<file path="src/rtl/cskipa_accum_42bit.sv">
// Streaming accumulator: sums a requested number of terms through a carry-skip adder
// and counts adder carry-outs (saturating), with a valid/ready result handshake.

module CSkipA_42bit #(
    parameter int unsigned WIDTH = 42,
    parameter int unsigned BLK   = 4
) (
    input  logic [WIDTH-1:0] i_add_term1,
    input  logic [WIDTH-1:0] i_add_term2,
    output logic [WIDTH-1:0] sum,
    output logic             cout
);
    logic [WIDTH-1:0] p;
    logic [WIDTH-1:0] g;
    logic             carry;
    logic             blk_cin;
    logic             blk_p;

    assign p = i_add_term1 ^ i_add_term2;
    assign g = i_add_term1 & i_add_term2;

    // Ripple inside each BLK-bit group; a fully-propagating group forwards its carry-in.
    always_comb begin
        sum     = '0;
        carry   = 1'b0;
        blk_cin = 1'b0;
        blk_p   = 1'b1;
        for (int unsigned i = 0; i < WIDTH; i++) begin
            if (i % BLK == 0) begin
                blk_cin = carry;
                blk_p   = 1'b1;
            end
            sum[i] = p[i] ^ carry;
            carry  = g[i] | (p[i] & carry);
            blk_p  = blk_p & p[i];
            if ((i % BLK == BLK - 1) || (i == WIDTH - 1)) begin
                carry = blk_p ? blk_cin : carry;
            end
        end
        cout = carry;
    end
endmodule

module cskipa_accum_42bit #(
    parameter int unsigned WIDTH = 42,
    parameter int unsigned CNT_W = 8
) (
    input  logic             i_clk,
    input  logic             i_rst,
    input  logic             i_start,
    input  logic [CNT_W-1:0] i_num_terms,
    input  logic [WIDTH-1:0] i_term,
    input  logic             i_term_valid,
    output logic             o_term_ready,
    output logic [WIDTH-1:0] o_result,
    output logic [CNT_W-1:0] o_carry_cnt,
    output logic             o_result_valid,
    input  logic             i_result_ready,
    output logic             o_busy
);
    localparam logic [1:0] IDLE  = 2'd0;
    localparam logic [1:0] ACCUM = 2'd1;
    localparam logic [1:0] DONE  = 2'd2;

    logic [1:0]       state_q, state_d;
    logic [WIDTH-1:0] acc_q, acc_d;
    logic [CNT_W-1:0] carry_q, carry_d;
    logic [CNT_W-1:0] rem_q, rem_d;
    logic [WIDTH-1:0] add_sum;
    logic             add_cout;

    CSkipA_42bit #(
        .WIDTH (WIDTH),
        .BLK   (4)
    ) u_adder (
        .i_add_term1 (acc_q),
        .i_add_term2 (i_term),
        .sum         (add_sum),
        .cout        (add_cout)
    );

    always_comb begin
        state_d = state_q;
        acc_d   = acc_q;
        carry_d = carry_q;
        rem_d   = rem_q;
        case (state_q)
            IDLE: begin
                if (i_start) begin
                    acc_d   = '0;
                    carry_d = '0;
                    rem_d   = i_num_terms;
                    state_d = (i_num_terms == '0) ? DONE : ACCUM;
                end
            end
            ACCUM: begin
                if (i_term_valid) begin
                    acc_d = add_sum;
                    if (add_cout && (carry_q != {CNT_W{1'b1}})) begin
                        carry_d = carry_q + CNT_W'(1);
                    end
                    rem_d = rem_q - CNT_W'(1);
                    if (rem_q == CNT_W'(1)) begin
                        state_d = DONE;
                    end
                end
            end
            DONE: begin
                if (i_result_ready) begin
                    state_d = IDLE;
                end
            end
            default: state_d = IDLE;
        endcase
    end

    always_ff @(posedge i_clk) begin
        if (i_rst) begin
            state_q <= IDLE;
            acc_q   <= '0;
            carry_q <= '0;
            rem_q   <= '0;
        end else begin
            state_q <= state_d;
            acc_q   <= acc_d;
            carry_q <= carry_d;
            rem_q   <= rem_d;
        end
    end

    assign o_term_ready   = (state_q == ACCUM);
    assign o_result_valid = (state_q == DONE);
    assign o_busy         = (state_q != IDLE);
    assign o_result       = acc_q;
    assign o_carry_cnt    = carry_q;
endmodule
</file>
<file path="config.mk">
export PLATFORM = sky130hd
export DESIGN_NAME = cskipa_accum_42bit
export DESIGN_NICKNAME = d
export VERILOG_FILES = /design/src/rtl/cskipa_accum_42bit.sv
export SDC_FILE = /design/constraint.sdc
export NUM_CORES = 1
export LEC_CHECK = 0
export BUFFER_PORTS_ARGS = -buffer_cell sky130_fd_sc_hd__buf_2
export CORE_MARGIN = 4
export CORE_UTILIZATION = 44
export CTS_CLUSTER_DIAMETER = 50
export DETAILED_ROUTE_END_ITERATION = 16
export PLACE_DENSITY_LB_ADDON = 0.3
export REMOVE_ABC_BUFFERS = 1
export SLEW_MARGIN = 20
export SYNTH_ARGS = -nofsm -noshare
export SYNTH_HDL_FRONTEND = slang
export SYNTH_HIERARCHICAL = 1
export SYNTH_SLANG_ARGS = --single-unit
</file>
<file path="constraint.sdc">
create_clock -name i_clk -period 22.9 [get_ports i_clk]
set_input_delay 4.58 -clock i_clk [delete_from_list [all_inputs] [get_ports i_clk]]
set_output_delay 4.58 -clock i_clk [all_outputs]
set_load 0.1 [all_outputs]
</file>
=== Yosys cells after proc, flatten, opt, wreduce, memory -nomap -nowiden ===
Index checks and enable logic that the tools add are counted.

* Register bits: 60
* Memories kept: 0
* RAM bits: 0
* Word-level logic and storage cells: 206
* Memory bits (read-only): 0
* Bits in latches: 0

* Div/mod/pow operators: 0
* Multiplexer cells: 27
* Bitwise operators: 156
* Shift operators: 0
* Magnitude comparators: 0
* Reduce and logical (&&, ||, !) cells: 8
* Eq/ne operators: 9
* $add $sub $neg: 2
* Multipliers: 0

{| class="wikitable"
|+ Operator list
! cell !! count
|-
| 42-bit two-way mux || 2
|-
| 42-bit case mux with 2 select lines || 1
|-
| 1-bit AND || 72
|-
| 42-bit AND || 1
|-
| 42-bit bitwise XOR || 1
|-
| 1-bit bitwise OR || 41
|-
| 1-bit bitwise XOR || 41
|-
| 8-bit two-way mux || 5
|-
| 8-bit case mux with 2 select lines || 2
|-
| 1-bit two-way mux || 11
|-
| 2-bit two-way mux || 5
|-
| 8-bit by 1-bit adder with 8-bit output, second input constant || 1
|-
| 8-bit by 1-bit == test with 1-bit output, second input constant || 1
|-
| 8-bit zero test || 1
|-
| 8-bit != test, second input constant || 1
|-
| 4-bit AND reduction || 2
|-
| 8-bit by 1-bit subtractor with 8-bit output, second input constant || 1
|-
| 2-bit by 1-bit != test with 1-bit output, second input constant || 3
|-
| 2-bit case mux with 3 select lines || 1
|-
| 2-bit != test, second input constant || 2
|-
| 2-bit nonzero test || 2
|-
| 3-bit AND reduction || 1
|-
| 2-bit by 1-bit == test with 1-bit output, second input constant || 1
|-
| 2-bit == test, second input constant || 1
|-
| other kinds (2) || 2
|}

=== Depth between registers and ports, before layout ===
Gate-level depths: netlist (run 1).

* Word-level depth: 98
* Mapped depth: 71

=== Cells and area by module ===
The synthesis (run 1) kept the hierarchy.

{| class="wikitable"
|+ Modules (own cells, without submodules)
! module !! instances !! cells an instance !! area each (sq um)
|-
| cskipa_accum_42bit || 1 || 275 || 2506.2
|-
| CSkipA_42bit || 1 || 132 || 1669.1
|}

=== Worst setup path after synthesis (run 1) ===
OpenSTA, ideal clock, no wires.

* Path kind: in2reg
* From: in i_term[0]
* To: reg carry_q[5], in the netlist o_carry_cnt[5]
* Arrival: 23102 ps
* Stages: 71
* Path buffers: 0
* Data required time: 22780 ps
* Slack: -322 ps
* Library setup time: 120 ps
* Cell sequence: ha_1 > fa_1 > fa_1 > fa_1 > inv_1 > nor2_1 > fa_1 > fa_1 > fa_1 > fa_1 > nand2_1 > nand2_1 > fa_1 > fa_1 > fa_1 > fa_1 > a41o_1 > o21a_1 > [35 not listed] > nand2_1 > o21ai_0 > nand2b_1 > fa_1 > fa_1 > fa_1 > fa_1 > nor2_1 > a21oi_1 > fa_1 > inv_1 > fa_1 > nand2_1 > o31ai_1 > a21oi_1 > o22ai_2 > nor3_1 > o221a_2

* Longest elaborated chain between the ends: 97

{| class="wikitable"
|+ Ends and longest elaborated chain
! item !! RTL line !! text
|-
| start: declaration || 52 || <nowiki>input logic [WIDTH-1:0] i_term,</nowiki>
|-
| 42-bit AND || 20 || <nowiki>assign g = i_add_term1 & i_add_term2;</nowiki>
|-
| 1-bit AND || 34 || <nowiki>carry = g[i] | (p[i] & carry);</nowiki>
|-
| 1-bit bitwise OR || 34 ||
|-
| 1-bit AND || 34 ||
|-
| 1-bit bitwise OR || 34 ||
|-
| 1-bit AND || 34 ||
|-
| 1-bit bitwise OR || 34 ||
|-
| 1-bit two-way mux (*) || 37 || <nowiki>carry = blk_p ? blk_cin : carry;</nowiki>
|-
| [82 not listed] || -- ||
|-
| 1-bit bitwise OR || 34 ||
|-
| 1-bit AND || 34 ||
|-
| 1-bit bitwise OR || 34 ||
|-
| 1-bit two-way mux (*) || 37 ||
|-
| named net add_cout || 70 || <nowiki>logic add_cout;</nowiki>
|-
| 1-bit logical AND (*) || 99 || <nowiki>if (add_cout && (carry_q != {CNT_W{1'b1}})) begin</nowiki>
|-
| 2-bit by 1-bit != test with 1-bit output (no line) (*) || -- ||
|-
| 4-bit AND reduction (no line) (*) || -- ||
|-
| end signal: assignment || 126 || <nowiki>carry_q <= carry_d;</nowiki>
|-
| end: declaration || 67 || <nowiki>logic [CNT_W-1:0] carry_q, carry_d;</nowiki>
|}

The timed path passes the listed nets; every way through them passes the cells marked *.
A chain may end at the register's enable or synchronous reset.

=== Worst setup path after layout (run 1) ===
* From: in i_term[0]
* To: reg carry_q[0], in the netlist o_carry_cnt[0]

The elaborated chain is that of the path after synthesis.

==> qor.log, run 1 <==
[outcome] run status finished, final reports clean
[die] number of rows created at floorplan 35
[finish] area occupied by multi-input gates 2980 sq um
[worst_setup_path] reg2reg path depth 86
[worst_setup_path] startpoint type of the worst setup path input pin
[logic_synthesis] netlist area before placement 4180 sq um
[worst_setup_path] Most Frequent Cell on Critical Path sky130_fd_sc_hd__fa_2
[clocking] Longest Clk Path Bufs 2
[worst_setup_path] arrival time of the worst setup path 22.51 ns
[place] total cell area at the placement stage 4900 sq um
[logic_synthesis] synthesized area per cell 10.3 sq um
[finish] share of post-route cells with drive strength above 1 0.407
[logic_synthesis] count of cell types in the netlist 60
[routing] drt drc 0
[sta] final setup violation count 0
[die] Die Footprint 11100 sq um
[die] Initial Utilization 0.452
[clocking] insertion delay to the later sink of the worst-skew pair 0.34 ns
[finish] Core Util, Final 0.585
[routing] met3 wire length 687 um
[clocking] number of buffers created by CTS 9
[hold_path] worst min-delay path class reg2reg
[sta] hold violation total from the final report 0
[place] Placement Setup Slack -1.41 ns
[logic_synthesis] Yosys warning total 6
[sta] max-slew headroom at the worst pin 0.356
[clocking] post-cts hold buffer count 0
[routing] top metal layer carrying routed signals met4
[clocking] clock root buffer sky130_fd_sc_hd__clkbuf_8
[routing] vias per cell 5.37
[logic_synthesis] EDFF count, synth 0
[clocking] H-tree levels 3
[sta] final period utilization 0.972
[run] max cap viols 0
[logic_synthesis] Async SR Flop Fraction 0
[logic_synthesis] fraction of the yosys area taken by sequential cells 0.288
[clocking] clock-pin slew of the registers on the worst-case setup and hold paths 0.07 ns
[routing] final routed wire length divided by cell count 15.7 um
[die] Core Footprint 9240 sq um
[finish] Finished Cell Area 5400 sq um
[sta] Fmax 44.9 MHz
[worst_setup_path] worst path buffer plus inverter count 25
[global_routing] wire length of the first global-routing pass 18000 um
[hold_path] number of cells on the worst hold path 2
[logic_synthesis] gate count of the mapped netlist 407
[finish] register area 1200 sq um
[finish] NumNets Final 684
[worst_setup_path] cell family contributing the most delay on the critical path adder cells
[routing] total via count after detailed routing 3636
[die] ports placed on the boundary 108
[die] Die Y-Extent 105 um
[place] RD Place Congestion 0.817
[power] VDD IR-drop max 0.0342 mV
[die] Die Wd 105 um
[power] Power Dens Cells 58.2 nW/um^2
[sta] Worst Slack Setup Final 0.652 ns
[sta] worst-case clock skew 0.00798 ns
[logic_synthesis] post-synthesis register bit count 60
[power] Leakage 2.47 nW
[finish] final std cells w/o fill 677
[routing] antenna violation net count after detailed routing 0
[finish] Layout area overhead 29.4%
[place] placed wire-length estimate after detailed placement 7240 um
[worst_setup_path] Required @ worst endpoint 23.16 ns
[finish] fill cell count 793
[worst_setup_path] Worst Path Max Fanout 8
[global_routing] total track usage 0.196
[sta] actual transition at the worst max-transition pin 0.966 ns
[routing] routed wire length 10600 um
[worst_setup_path] total number of cells along the worst setup path 87
[worst_setup_path] endpoint type of the worst setup path flop
[sta] Hold WS 0.508 ns
[logic_synthesis] flip-flop cell with the highest count after synthesis sky130_fd_sc_hd__dfxtp_1
[routing] post-route met1 wirelength 4690 um
[routing] sum of met2 wire segment lengths after detailed routing 5110 um
[finish] final antenna diode count 0
[routing] initial drt markers 188
[global_routing] GRT overflow 0
[clocking] CTS tree yes
[finish] most frequent cells in the layout sky130_fd_sc_hd__buf_2 (107), sky130_fd_sc_hd__dfxtp_1 (60), sky130_fd_sc_hd__nor2_1 (55)
[routing] number of optimization iterations in the first detailed-route pass 5
[global_routing] number of antenna violations at the first check in global routing 0
[global_routing] pin count of the biggest net entering global routing 60
[worst_setup_path] Critical Path Slowest Stage Cell sky130_fd_sc_hd__fa_2
[clocking] clock sink count 60
[sta] shortest clock period the worst path allows after layout 22.25 ns
[finish] leading cell type in the layout, fill and taps excluded sky130_fd_sc_hd__buf_2
[power] total power 0.314 mW
[sta] number of max-slew violations in the final report 0
[worst_setup_path] critical setup path kind in2reg
[sta] final setup TNS 0 ns
[global_routing] vias in the first global route 3749
[worst_setup_path] maximum single-stage delay on the critical path 0.38 ns
[place] placed cell count 640
[place] number of buffer cells added on primary ports 107
## what timing repair did
action	4_1_cts	5_1_grt
resized for setup	25	27
endpoints found under the setup margin	10	10
pin swaps	1	4
endpoints found under the hold margin	0	0
setup buffers	20	1
## where the power goes
group	switching [mW]	leakage, nW	total, mW	internal (mW)
clock	0.0405	0.0979	0.0970	0.0565
combinational	0.0658	1.89	0.0996	0.0338
sequential	0.00780	0.488	0.118	0.110
total	0.114	2.47	0.314	0.200
## path summary, 6_finish.rpt
check                              startpoint                     endpoint  slack (ns)
setup / recovery                    i_term[0]  o_carry_cnt[0]$_SDFFE_PP0P_        0.65
hold / removal    o_carry_cnt[7]$_SDFFE_PP0P_  o_carry_cnt[7]$_SDFFE_PP0P_        0.51
setup reg to reg     o_result[0]$_SDFFE_PP0P_  o_carry_cnt[0]$_SDFFE_PP0P_        4.62
hold reg to reg   o_carry_cnt[7]$_SDFFE_PP0P_  o_carry_cnt[7]$_SDFFE_PP0P_        0.51
## final cells by class
class,instances,share of cell area
Multi-Input combinational cell,315,0.551
Tap cell,129,0.0299
Timing Repair Buffer,145,0.153
Clock buffer,15,0.0308
Inverter,12,0.00834
Clock inverter,1,0.00556
Sequential cell,60,0.222
## routing by layer
metal | global-route usage | vias to the layer above
li1 | - | 1740
met1 | 0.249 | 1765
met2 | 0.321 | 116
met3 | 0.0484 | 15
met4 | 0.0740 | 0
met5 | 0 | -
## synthesized netlist by cell type (3+ instances only)
library cell / count / share of area
sky130_fd_sc_hd__nand3_1: 5 / 0.0060
sky130_fd_sc_hd__a31oi_1: 4 / 0.0060
sky130_fd_sc_hd__nor4_1: 3 / 0.0045
sky130_fd_sc_hd__nor3_1: 5 / 0.0060
sky130_fd_sc_hd__o31ai_1: 3 / 0.0054
sky130_fd_sc_hd__o311ai_1: 3 / 0.0063
sky130_fd_sc_hd__a21oi_1: 13 / 0.016
sky130_fd_sc_hd__or3_1: 4 / 0.0060
sky130_fd_sc_hd__fa_1: 41 / 0.20
sky130_fd_sc_hd__nor2_1: 56 / 0.050
sky130_fd_sc_hd__nand2_1: 15 / 0.013
sky130_fd_sc_hd__clkbuf_1: 9 / 0.0081
sky130_fd_sc_hd__o21ai_0: 7 / 0.0084
sky130_fd_sc_hd__a211oi_1: 5 / 0.0090
sky130_fd_sc_hd__dfxtp_1: 60 / 0.29
sky130_fd_sc_hd__nand2b_1: 4 / 0.0060
sky130_fd_sc_hd__ha_1: 45 / 0.13
sky130_fd_sc_hd__nand4_1: 12 / 0.018
sky130_fd_sc_hd__and4_1: 4 / 0.0084
sky130_fd_sc_hd__inv_1: 11 / 0.0099
sky130_fd_sc_hd__buf_2: 8 / 0.0096
sky130_fd_sc_hd__o21ai_1: 4 / 0.0048
sky130_fd_sc_hd__a22oi_1: 42 / 0.076
## state kept, by name, indices dropped and copies added (netlist names)
signal       cells
o_result        42
o_carry_cnt      8
state_q          2
rem_q            8
## worst register-to-register path: cells and delay by family, from the launching register on
kind,cells,cell delay [ns]
and+or+nand+nor,9,0.78
muxes,3,0.61
AOI/OAI and AO/OA,12,1.27
buffers and inverters,24,2.24
DFF,1,0.34
adders and majority gates,38,12.96
## logic make-up after synthesis
kind of cell | Yosys count | share of synthesized area
XOR/XNOR | 1 | 0.00210
adder cells (fa/ha/maj) | 86 | 0.331
multiplexers | 3 | 0.00839
AO/OA/AOI/OAI | 101 | 0.183
AND/OR/NAND/NOR | 124 | 0.152
buffers and inverters | 32 | 0.0357
flip-flops | 60 | 0.288
(Power assumes the default switching activity.)
==> inputs of run 2 (changes only) <==
--- a/config.mk
+++ b/config.mk
@@ -5,6 +5,7 @@
 export SDC_FILE = /design/constraint.sdc
 export NUM_CORES = 1
 export LEC_CHECK = 0
+export ABC_CLOCK_PERIOD_IN_PS = 22900
 export BUFFER_PORTS_ARGS = -buffer_cell sky130_fd_sc_hd__buf_2
 export CORE_MARGIN = 4
 export CORE_UTILIZATION = 44
@@ -15,5 +16,4 @@
 export SLEW_MARGIN = 20
 export SYNTH_ARGS = -nofsm -noshare
 export SYNTH_HDL_FRONTEND = slang
-export SYNTH_HIERARCHICAL = 1
 export SYNTH_SLANG_ARGS = --single-unit
==> run 2 against run 1 <==
Against the previous run: design area up 4.5%; clock skew is 0.0021 ns higher; die area increased by 5.8%; worst setup slack got worse by 0.25 ns; flip-flop and latch count did not move; via count up 10%; sequential power hardly changed; utilization is 0.73 points lower; register-to-register slack got worse by 0.30 ns; area after synthesis grew 6.2%; first-iteration DRC count is 21% lower; wire length increased by 5.8%; critical path type unchanged.
==> qor.log, run 2 <==
[sta] Worst Slack Setup Final 0.402 ns
[worst_setup_path] Critical Path Slowest Stage Cell sky130_fd_sc_hd__or4_4
[worst_setup_path] Required @ worst endpoint 23.15 ns
[logic_synthesis] EDFF count, synth 0
[hold_path] worst min-delay path class reg2reg
[die] Initial Utilization 0.454
[power] Leakage 2.59 nW
[routing] number of optimization iterations in the first detailed-route pass 4
[finish] most frequent cells in the layout sky130_fd_sc_hd__buf_2 (107), sky130_fd_sc_hd__nor2_1 (100), sky130_fd_sc_hd__inv_1 (89)
[logic_synthesis] synthesized area per cell 8.29 sq um
[logic_synthesis] most repeated cell in the gate-level netlist after synthesis sky130_fd_sc_hd__nor2_1
[worst_setup_path] origin of the critical flop-to-flop path o_result[0]$_SDFFE_PP0P_
[worst_setup_path] capture point of the critical path o_carry_cnt[4]$_SDFFE_PP0P_
[power] proportion of power drawn by combinational gates 0.314
[routing] drt drc 0
[routing] antenna violation net count after detailed routing 0
[worst_setup_path] reg-to-reg critical path endpoint o_carry_cnt[4]$_SDFFE_PP0P_
[worst_setup_path] reg2reg path depth 65
[sta] shortest clock period the worst path allows after layout 22.50 ns
[clocking] insertion delay to the later sink of the worst-skew pair 0.34 ns
[sta] worst-case clock skew 0.0101 ns
[global_routing] wire length of the first global-routing pass 18600 um
[die] Die Y-Extent 108 um
[power] VDD IR-drop max 0.0278 mV
[logic_synthesis] leading post-synthesis cells by cell area sky130_fd_sc_hd__dfxtp_1 (27%), sky130_fd_sc_hd__fa_1 (19%), sky130_fd_sc_hd__ha_1 (13%)
[power] proportion of power drawn by flip-flops and latches 0.369
[place] Placement Setup Slack -1.90 ns
[place] placed cell count 777
[finish] leading cell type in the layout, fill and taps excluded sky130_fd_sc_hd__buf_2
[logic_synthesis] netlist area before placement 4440 sq um
[hold_path] number of cells on the worst hold path 2
[finish] NumNets Final 802
[global_routing] total track usage 0.198
[clocking] number of buffers created by CTS 9
[power] switch share 0.382
[logic_synthesis] Commonest cells post-synth sky130_fd_sc_hd__nor2_1 (101), sky130_fd_sc_hd__inv_1 (89), sky130_fd_sc_hd__a21oi_1 (60), sky130_fd_sc_hd__dfxtp_1 (60), sky130_fd_sc_hd__ha_1 (45)
[sta] max-slew headroom at the worst pin 0.518
[die] Die Wd 108 um
[die] Die Footprint 11800 sq um
[place] RD Place Congestion 0.832
[worst_setup_path] flop-to-flop setup slack 4.32 ns
[sta] Fmax 44.4 MHz
[sta] final setup violation count 0
[worst_setup_path] crit path launch i_term[0]
[power] switching power total 0.120 mW
[worst_setup_path] endpoint type of the worst setup path flop
[global_routing] pin count of the biggest net entering global routing 59
[sta] hold violation total from the final report 0
[clocking] Longest Clk Path Bufs 2
[worst_setup_path] arrival time of the worst setup path 22.75 ns
[logic_synthesis] fraction of the yosys area taken by sequential cells 0.271
[clocking] clock-pin slew of the registers on the worst-case setup and hold paths 0.08 ns
[die] Core Footprint 9770 sq um
[worst_setup_path] Most Frequent Cell on Critical Path sky130_fd_sc_hd__fa_2
[routing] routed wire length 11200 um
[routing] final routed wire length divided by cell count 14.0 um
[sta] final period utilization 0.982
[routing] total via count after detailed routing 4001
[clocking] CTS tree yes
[die] number of rows created at floorplan 36
[routing] initial drt markers 148
[clocking] clock root buffer sky130_fd_sc_hd__clkbuf_8
[clocking] H-tree levels 3
[routing] vias per cell 5.00
[sta] number of max-slew violations in the final report 0
[worst_setup_path] startpoint type of the worst setup path input pin
[run] max cap viols 0
[power] fraction of power consumed by the clock network 0.317
[power] internal power of the cells 0.194 mW
[global_routing] number of antenna violations at the first check in global routing 0
[logic_synthesis] post-synthesis register bit count 60
[finish] share of post-route cells with drive strength above 1 0.317
[finish] final std cells w/o fill 800
[worst_setup_path] Worst Path Max Fanout 7
[global_routing] vias in the first global route 4102
[die] ports placed on the boundary 108
[finish] Layout area overhead 27.3%
[clocking] clock sink count 60
[logic_synthesis] gate count of the mapped netlist 535
[outcome] run status finished, final reports clean
[logic_synthesis] fraction of post-synthesis cell area in the top cell type by area 0.271
[worst_setup_path] maximum single-stage delay on the critical path 0.56 ns
[place] placed wire-length estimate after detailed placement 8180 um
[logic_synthesis] Async SR Flop Fraction 0
[logic_synthesis] Yosys warning total 0
[worst_setup_path] critical setup path kind in2reg
[global_routing] GRT overflow 0
[place] number of buffer cells added on primary ports 107
[sta] actual transition at the worst max-transition pin 0.724 ns
[power] Power Dens Cells 55.6 nW/um^2
[logic_synthesis] most area-hungry cell type in the Yosys netlist sky130_fd_sc_hd__dfxtp_1
[finish] number of flip-flops under the largest register name 42
[logic_synthesis] count of cell types in the netlist 46
[logic_synthesis] flip-flop cell with the highest count after synthesis sky130_fd_sc_hd__dfxtp_1
==> run 2: cell count changes after synthesis, sizes merged, moves of 3 or more <==
cell,previous run,this run
a211oi,6,2
a21oi,15,60
a22oi,42,3
buf,11,1
clkbuf,9,17
inv,11,89
nand2,15,29
nand3,5,9
nand4,13,6
nor2,56,101
o31ai,3,6
==> run 2: metal layers <==
layer / global-route usage / share of wire / vias up
met2: 0.333 / 0.49 / 107
met1: 0.252 / 0.44 / 1930
li1: - / - / 1951
met5: 0 / 0 / -
met3: 0.0406 / 0.051 / 13
met4: 0.0694 / 0.015 / 0
==> run 2: logic make-up after synthesis <==
| logic type | Yosys count | share of synthesized area |
|---|---|---|
| muxes | 3 | 0.00733 |
| AOI/OAI and AO/OA | 98 | 0.137 |
| DFF | 60 | 0.271 |
| adders and majority gates | 86 | 0.312 |
| buffers and inverters | 109 | 0.0925 |
| and+or+nand+nor | 177 | 0.177 |
| xor gates and xnor gates | 2 | 0.00395 |
==> run 2: through the flow <==
stage          TNS (ns)  hold slack, ns   util  total power, mW  instance area [sq um]
5_1_grt          -0.149           0.524  0.577            0.333                   5640
3_5_place_dp     -16.65           0.484  0.534            0.212                   5220
3_3_place_gp     -12.78           0.473  0.534            0.210                   5220
2_1_floorplan     -7.58           0.448      -            0.185                   4370
4_1_cts               0           0.496  0.566            0.315                   5530
6_report              0           0.501  0.578            0.314                   5650
==> run 2: worst min-delay path by stage <==
stage	endpoint	startpoint	slack, ns
2_1_floorplan	rem_q[1]$_SDFFE_PP0P_	rem_q[1]$_SDFFE_PP0P_	0.45
3_3_place_gp	o_carry_cnt[7]$_SDFFE_PP0P_	o_carry_cnt[7]$_SDFFE_PP0P_	0.47
3_5_place_dp	rem_q[1]$_SDFFE_PP0P_	rem_q[1]$_SDFFE_PP0P_	0.48
4_1_cts	rem_q[1]$_SDFFE_PP0P_	rem_q[1]$_SDFFE_PP0P_	0.50
5_1_grt	rem_q[1]$_SDFFE_PP0P_	rem_q[1]$_SDFFE_PP0P_	0.52
6_report	rem_q[1]$_SDFFE_PP0P_	rem_q[1]$_SDFFE_PP0P_	0.50
==> run 2: power by group through the flow <==
stage               logic, mW  clock network, mW  registers [mW]
floorplan              0.0419                  0           0.143
global placement       0.0919                  0           0.118
detailed placement     0.0941                  0           0.118
CTS                    0.0968              0.102           0.116
global route            0.109              0.107           0.117
finish                 0.0986             0.0995           0.116
==> run 2: what timing repair did <==
| action | in CTS | in global routing |
|---|---|---|
| pin swaps | 4 | 6 |
| gates resized for setup | 35 | 21 |
| buffers inserted | 2 | 4 |
| hold endpoints to repair | 0 | 0 |
| setup endpoints to repair | 10 | 8 |
| hold buffers | 0 | 0 |
==> run 2: final cells by class <==
class / count / area (sq um)
fill: 904 / 4130
timing repair buffer: 133 / 731
sequential: 60 / 1200
multi-input combinational: 366 / 3000
clock inverter: 6 / 63.8
inverter: 91 / 342
antenna: 1 / 2.50
clock buffer: 10 / 138
tap: 133 / 166
==> run 2: critical path: cells and delay by family <==
| kind | cells | cell delay, ns |
|---|---|---|
| muxes | 2 | 0.57 |
| AOI/OAI and AO/OA | 8 | 1.25 |
| adders and majority gates | 42 | 14.49 |
| and+or+nand+nor | 12 | 1.72 |
| buffers and inverters | 2 | 0.14 |
==> inputs of run 3 (changes only) <==
--- a/config.mk
+++ b/config.mk
@@ -5,6 +5,7 @@
 export SDC_FILE = /design/constraint.sdc
 export NUM_CORES = 1
 export LEC_CHECK = 0
+export ABC_AREA = 1
 export ABC_CLOCK_PERIOD_IN_PS = 22900
 export BUFFER_PORTS_ARGS = -buffer_cell sky130_fd_sc_hd__buf_2
 export CORE_MARGIN = 4
@@ -12,7 +13,6 @@
 export CTS_CLUSTER_DIAMETER = 50
 export DETAILED_ROUTE_END_ITERATION = 16
 export PLACE_DENSITY_LB_ADDON = 0.3
-export REMOVE_ABC_BUFFERS = 1
 export SLEW_MARGIN = 20
 export SYNTH_ARGS = -nofsm -noshare
 export SYNTH_HDL_FRONTEND = slang
==> run 3 against run 2 <==
Against the previous run: combinational power grew to 4.2 times the previous value; sequential share of layout area decreased by 0.92 points; flip-flop and latch count stayed put; highest routed layer unchanged; utilization fell by 1.1 points; largest cell class unchanged; critical path type unchanged; clock power up 32%; clock-buffer cell count is 2 higher; design area increased by 4.5%.
==> qor.log, run 3 <==
[sta] final setup violation count 0
[worst_setup_path] Critical Path Slowest Stage Cell sky130_fd_sc_hd__fa_2
[sta] Hold WS 0.483 ns
[sta] final period utilization 0.978
[place] placed wire-length estimate after detailed placement 8030 um
[finish] number of flip-flops under the largest register name 42
[power] proportion of power drawn by flip-flops and latches 0.229
[clocking] clock-pin slew of the registers on the worst-case setup and hold paths 0.08 ns
[logic_synthesis] leading post-synthesis cells by cell area sky130_fd_sc_hd__dfxtp_1 (25%), sky130_fd_sc_hd__fa_1 (17%), sky130_fd_sc_hd__ha_1 (12%)
[global_routing] vias in the first global route 4180
[routing] antenna violation net count after detailed routing 0
[sta] actual transition at the worst max-transition pin 1.05 ns
[finish] Layout area overhead 23.8%
[sta] Fmax 44.7 MHz
[logic_synthesis] Commonest cells post-synth sky130_fd_sc_hd__inv_1 (147), sky130_fd_sc_hd__nand2_1 (130), sky130_fd_sc_hd__dfxtp_1 (60)
[logic_synthesis] Post-Synthesis Net Count 761
[finish] final antenna diode count 0
[worst_setup_path] Required @ worst endpoint 23.15 ns
[worst_setup_path] critical setup path kind in2reg
[logic_synthesis] fraction of post-synthesis cell area in the top cell type by area 0.252
[power] VDD IR-drop max 0.0669 mV
[routing] initial drt markers 229
[sta] hold violation total from the final report 0
[die] Die Footprint 12600 sq um
[routing] number of optimization iterations in the first detailed-route pass 4
[die] Die Y-Extent 112 um
[place] number of buffer cells added on primary ports 107
[run] max cap viols 0
[place] total cell area at the placement stage 5520 sq um
[routing] total via count after detailed routing 4117
[die] number of rows created at floorplan 37
[outcome] run status finished, final reports clean
[finish] NumNets Final 874
[worst_setup_path] maximum single-stage delay on the critical path 0.40 ns
[worst_setup_path] cell family contributing the most delay on the critical path adder cells
[global_routing] pin count of the biggest net entering global routing 52
[power] internal power of the cells 0.325 mW
[finish] share of post-route cells with drive strength above 1 0.313
[logic_synthesis] Yosys warning total 0
[hold_path] number of cells on the worst hold path 2
[worst_setup_path] startpoint type of the worst setup path input pin
[worst_setup_path] Most Frequent Cell on Critical Path sky130_fd_sc_hd__fa_2
[die] ports placed on the boundary 108
[place] RD Place Congestion 0.837
[logic_synthesis] most repeated cell in the gate-level netlist after synthesis sky130_fd_sc_hd__inv_1
[routing] routed wire length 11100 um
[sta] worst-case clock skew 0.0142 ns
[clocking] clock root buffer sky130_fd_sc_hd__clkbuf_8
[logic_synthesis] synthesized area per cell 7.69 sq um
[global_routing] wire length of the first global-routing pass 19000 um
[power] switch share 0.539
[clocking] CTS tree yes
[die] Core Footprint 10400 sq um
[logic_synthesis] post-synthesis register bit count 60
[logic_synthesis] EDFF count, synth 0
[sta] Worst Slack Setup Final 0.512 ns
[place] placed cell count 856
[logic_synthesis] gate count of the mapped netlist 620
[clocking] Longest Clk Path Bufs 2
[worst_setup_path] reg2reg path depth 69
[worst_setup_path] Worst Path Max Fanout 8
[sta] max-slew headroom at the worst pin 0.295
[power] Power Dens Cells 119 nW/um^2
[place] Placement Setup Slack -0.758 ns
[logic_synthesis] Async SR Flop Fraction 0
[clocking] H-tree levels 3
[finish] most frequent cells in the layout sky130_fd_sc_hd__inv_1 (146), sky130_fd_sc_hd__nand2_1 (125), sky130_fd_sc_hd__buf_2 (107)
[power] total power 0.705 mW
[worst_setup_path] worst path buffer plus inverter count 3
[routing] drt drc 0
[power] proportion of power drawn by combinational gates 0.585
[power] switching power total 0.380 mW
[finish] final std cells w/o fill 874
[sta] number of max-slew violations in the final report 0
[worst_setup_path] endpoint type of the worst setup path flop
[global_routing] GRT overflow 0
[power] Leakage 2.82 nW
[logic_synthesis] fraction of the yosys area taken by sequential cells 0.252
[clocking] insertion delay to the later sink of the worst-skew pair 0.35 ns
[clocking] clock sink count 60
[routing] final routed wire length divided by cell count 12.7 um
[die] Die Wd 112 um
[hold_path] worst min-delay path class reg2reg
[finish] Core Util, Final 0.566
[finish] Finished Cell Area 5900 sq um
[global_routing] number of antenna violations at the first check in global routing 0
[worst_setup_path] total number of cells along the worst setup path 70
[worst_setup_path] arrival time of the worst setup path 22.63 ns
[logic_synthesis] most area-hungry cell type in the Yosys netlist sky130_fd_sc_hd__dfxtp_1
[power] fraction of power consumed by the clock network 0.186
[logic_synthesis] netlist area before placement 4770 sq um
[finish] leading cell type in the layout, fill and taps excluded sky130_fd_sc_hd__inv_1
[clocking] post-cts hold buffer count 0
[global_routing] total track usage 0.182
[clocking] number of buffers created by CTS 9
[sta] final setup TNS 0 ns
[logic_synthesis] flip-flop cell with the highest count after synthesis sky130_fd_sc_hd__dfxtp_1
[logic_synthesis] count of cell types in the netlist 41
[routing] vias per cell 4.71
[die] Initial Utilization 0.458
[sta] shortest clock period the worst path allows after layout 22.39 ns
run 3: cell count changes in the layout (fill, tap and decap cells not counted), moves of 4 or more:
| cell | delta |
|---|---|
| sky130_fd_sc_hd__and4_1 | -4 |
| sky130_fd_sc_hd__and2_4 | +4 |
| sky130_fd_sc_hd__nor2_1 | -76 |
| sky130_fd_sc_hd__buf_4 | -11 |
| sky130_fd_sc_hd__nand3_1 | +7 |
| sky130_fd_sc_hd__nand2_2 | +4 |
| sky130_fd_sc_hd__inv_1 | +57 |
| sky130_fd_sc_hd__inv_2 | +5 |
| sky130_fd_sc_hd__nand2b_1 | -6 |
| sky130_fd_sc_hd__nand3_2 | +12 |
| sky130_fd_sc_hd__a21oi_2 | +8 |
| sky130_fd_sc_hd__a21oi_1 | -9 |
| sky130_fd_sc_hd__nand2_1 | +99 |
run 3: power by group through the flow:
stage          Clock [mW]  Sequential, mW  Combinational, mW
3_3_place_gp            0           0.160              0.396
6_report            0.131           0.161              0.412
2_1_floorplan           0           0.285              0.211
5_1_grt             0.139           0.166              0.453
3_5_place_dp            0           0.162              0.403
4_1_cts             0.134           0.161              0.409
run 3: layout make-up:
cell class,count,area (sq um)
clock buffers,12,145
flip-flops and latches,60,1200
fillers,977,4520
well taps,136,170
inverters,157,593
clock inverters,4,120
multi-input cells,383,3020
repair buffers,122,648
run 3: cell families after synthesis:
kind of cell	count (synthesis)	synth area share
simple gates	210	0.199
fa+ha+maj	86	0.290
buf+inv	178	0.150
compound gates	84	0.104
xor+xnor	2	0.00368
flops	60	0.252
run 3: repair_timing:
action	in CTS	in global routing
gates resized for setup	8	27
buffers inserted	0	1
endpoints found under the setup margin	9	10
pin swaps	2	9
gates cloned	1	0
run 3: worst paths after layout:
path,endpoint,from,slack [ns]
max,o_carry_cnt[3]$_SDFFE_PP0P_,i_term[0],0.51
min,rem_q[7]$_SDFFE_PP0P_,rem_q[7]$_SDFFE_PP0P_,0.48
max reg2reg,o_carry_cnt[3]$_SDFFE_PP0P_,o_result[0]$_SDFFE_PP0P_,4.47
min reg2reg,rem_q[7]$_SDFFE_PP0P_,rem_q[7]$_SDFFE_PP0P_,0.48
run 3: worst reg2reg max path, delay by kind of cell, from the launching register on:
kind            cells  cell delay [ns]
simple gates       22             2.94
buf+inv             2             0.11
compound gates      3             0.44
flops               1             0.35
fa+ha+maj          42            14.47
run 3: layer usage:
metal,global-route usage,vias to the layer above,part of all wire
met5,0,-,0
met4,0.0737,0,0.018
met3,0.0350,16,0.054
met2,0.306,100,0.48
met1,0.231,1926,0.45
li1,-,2075,-
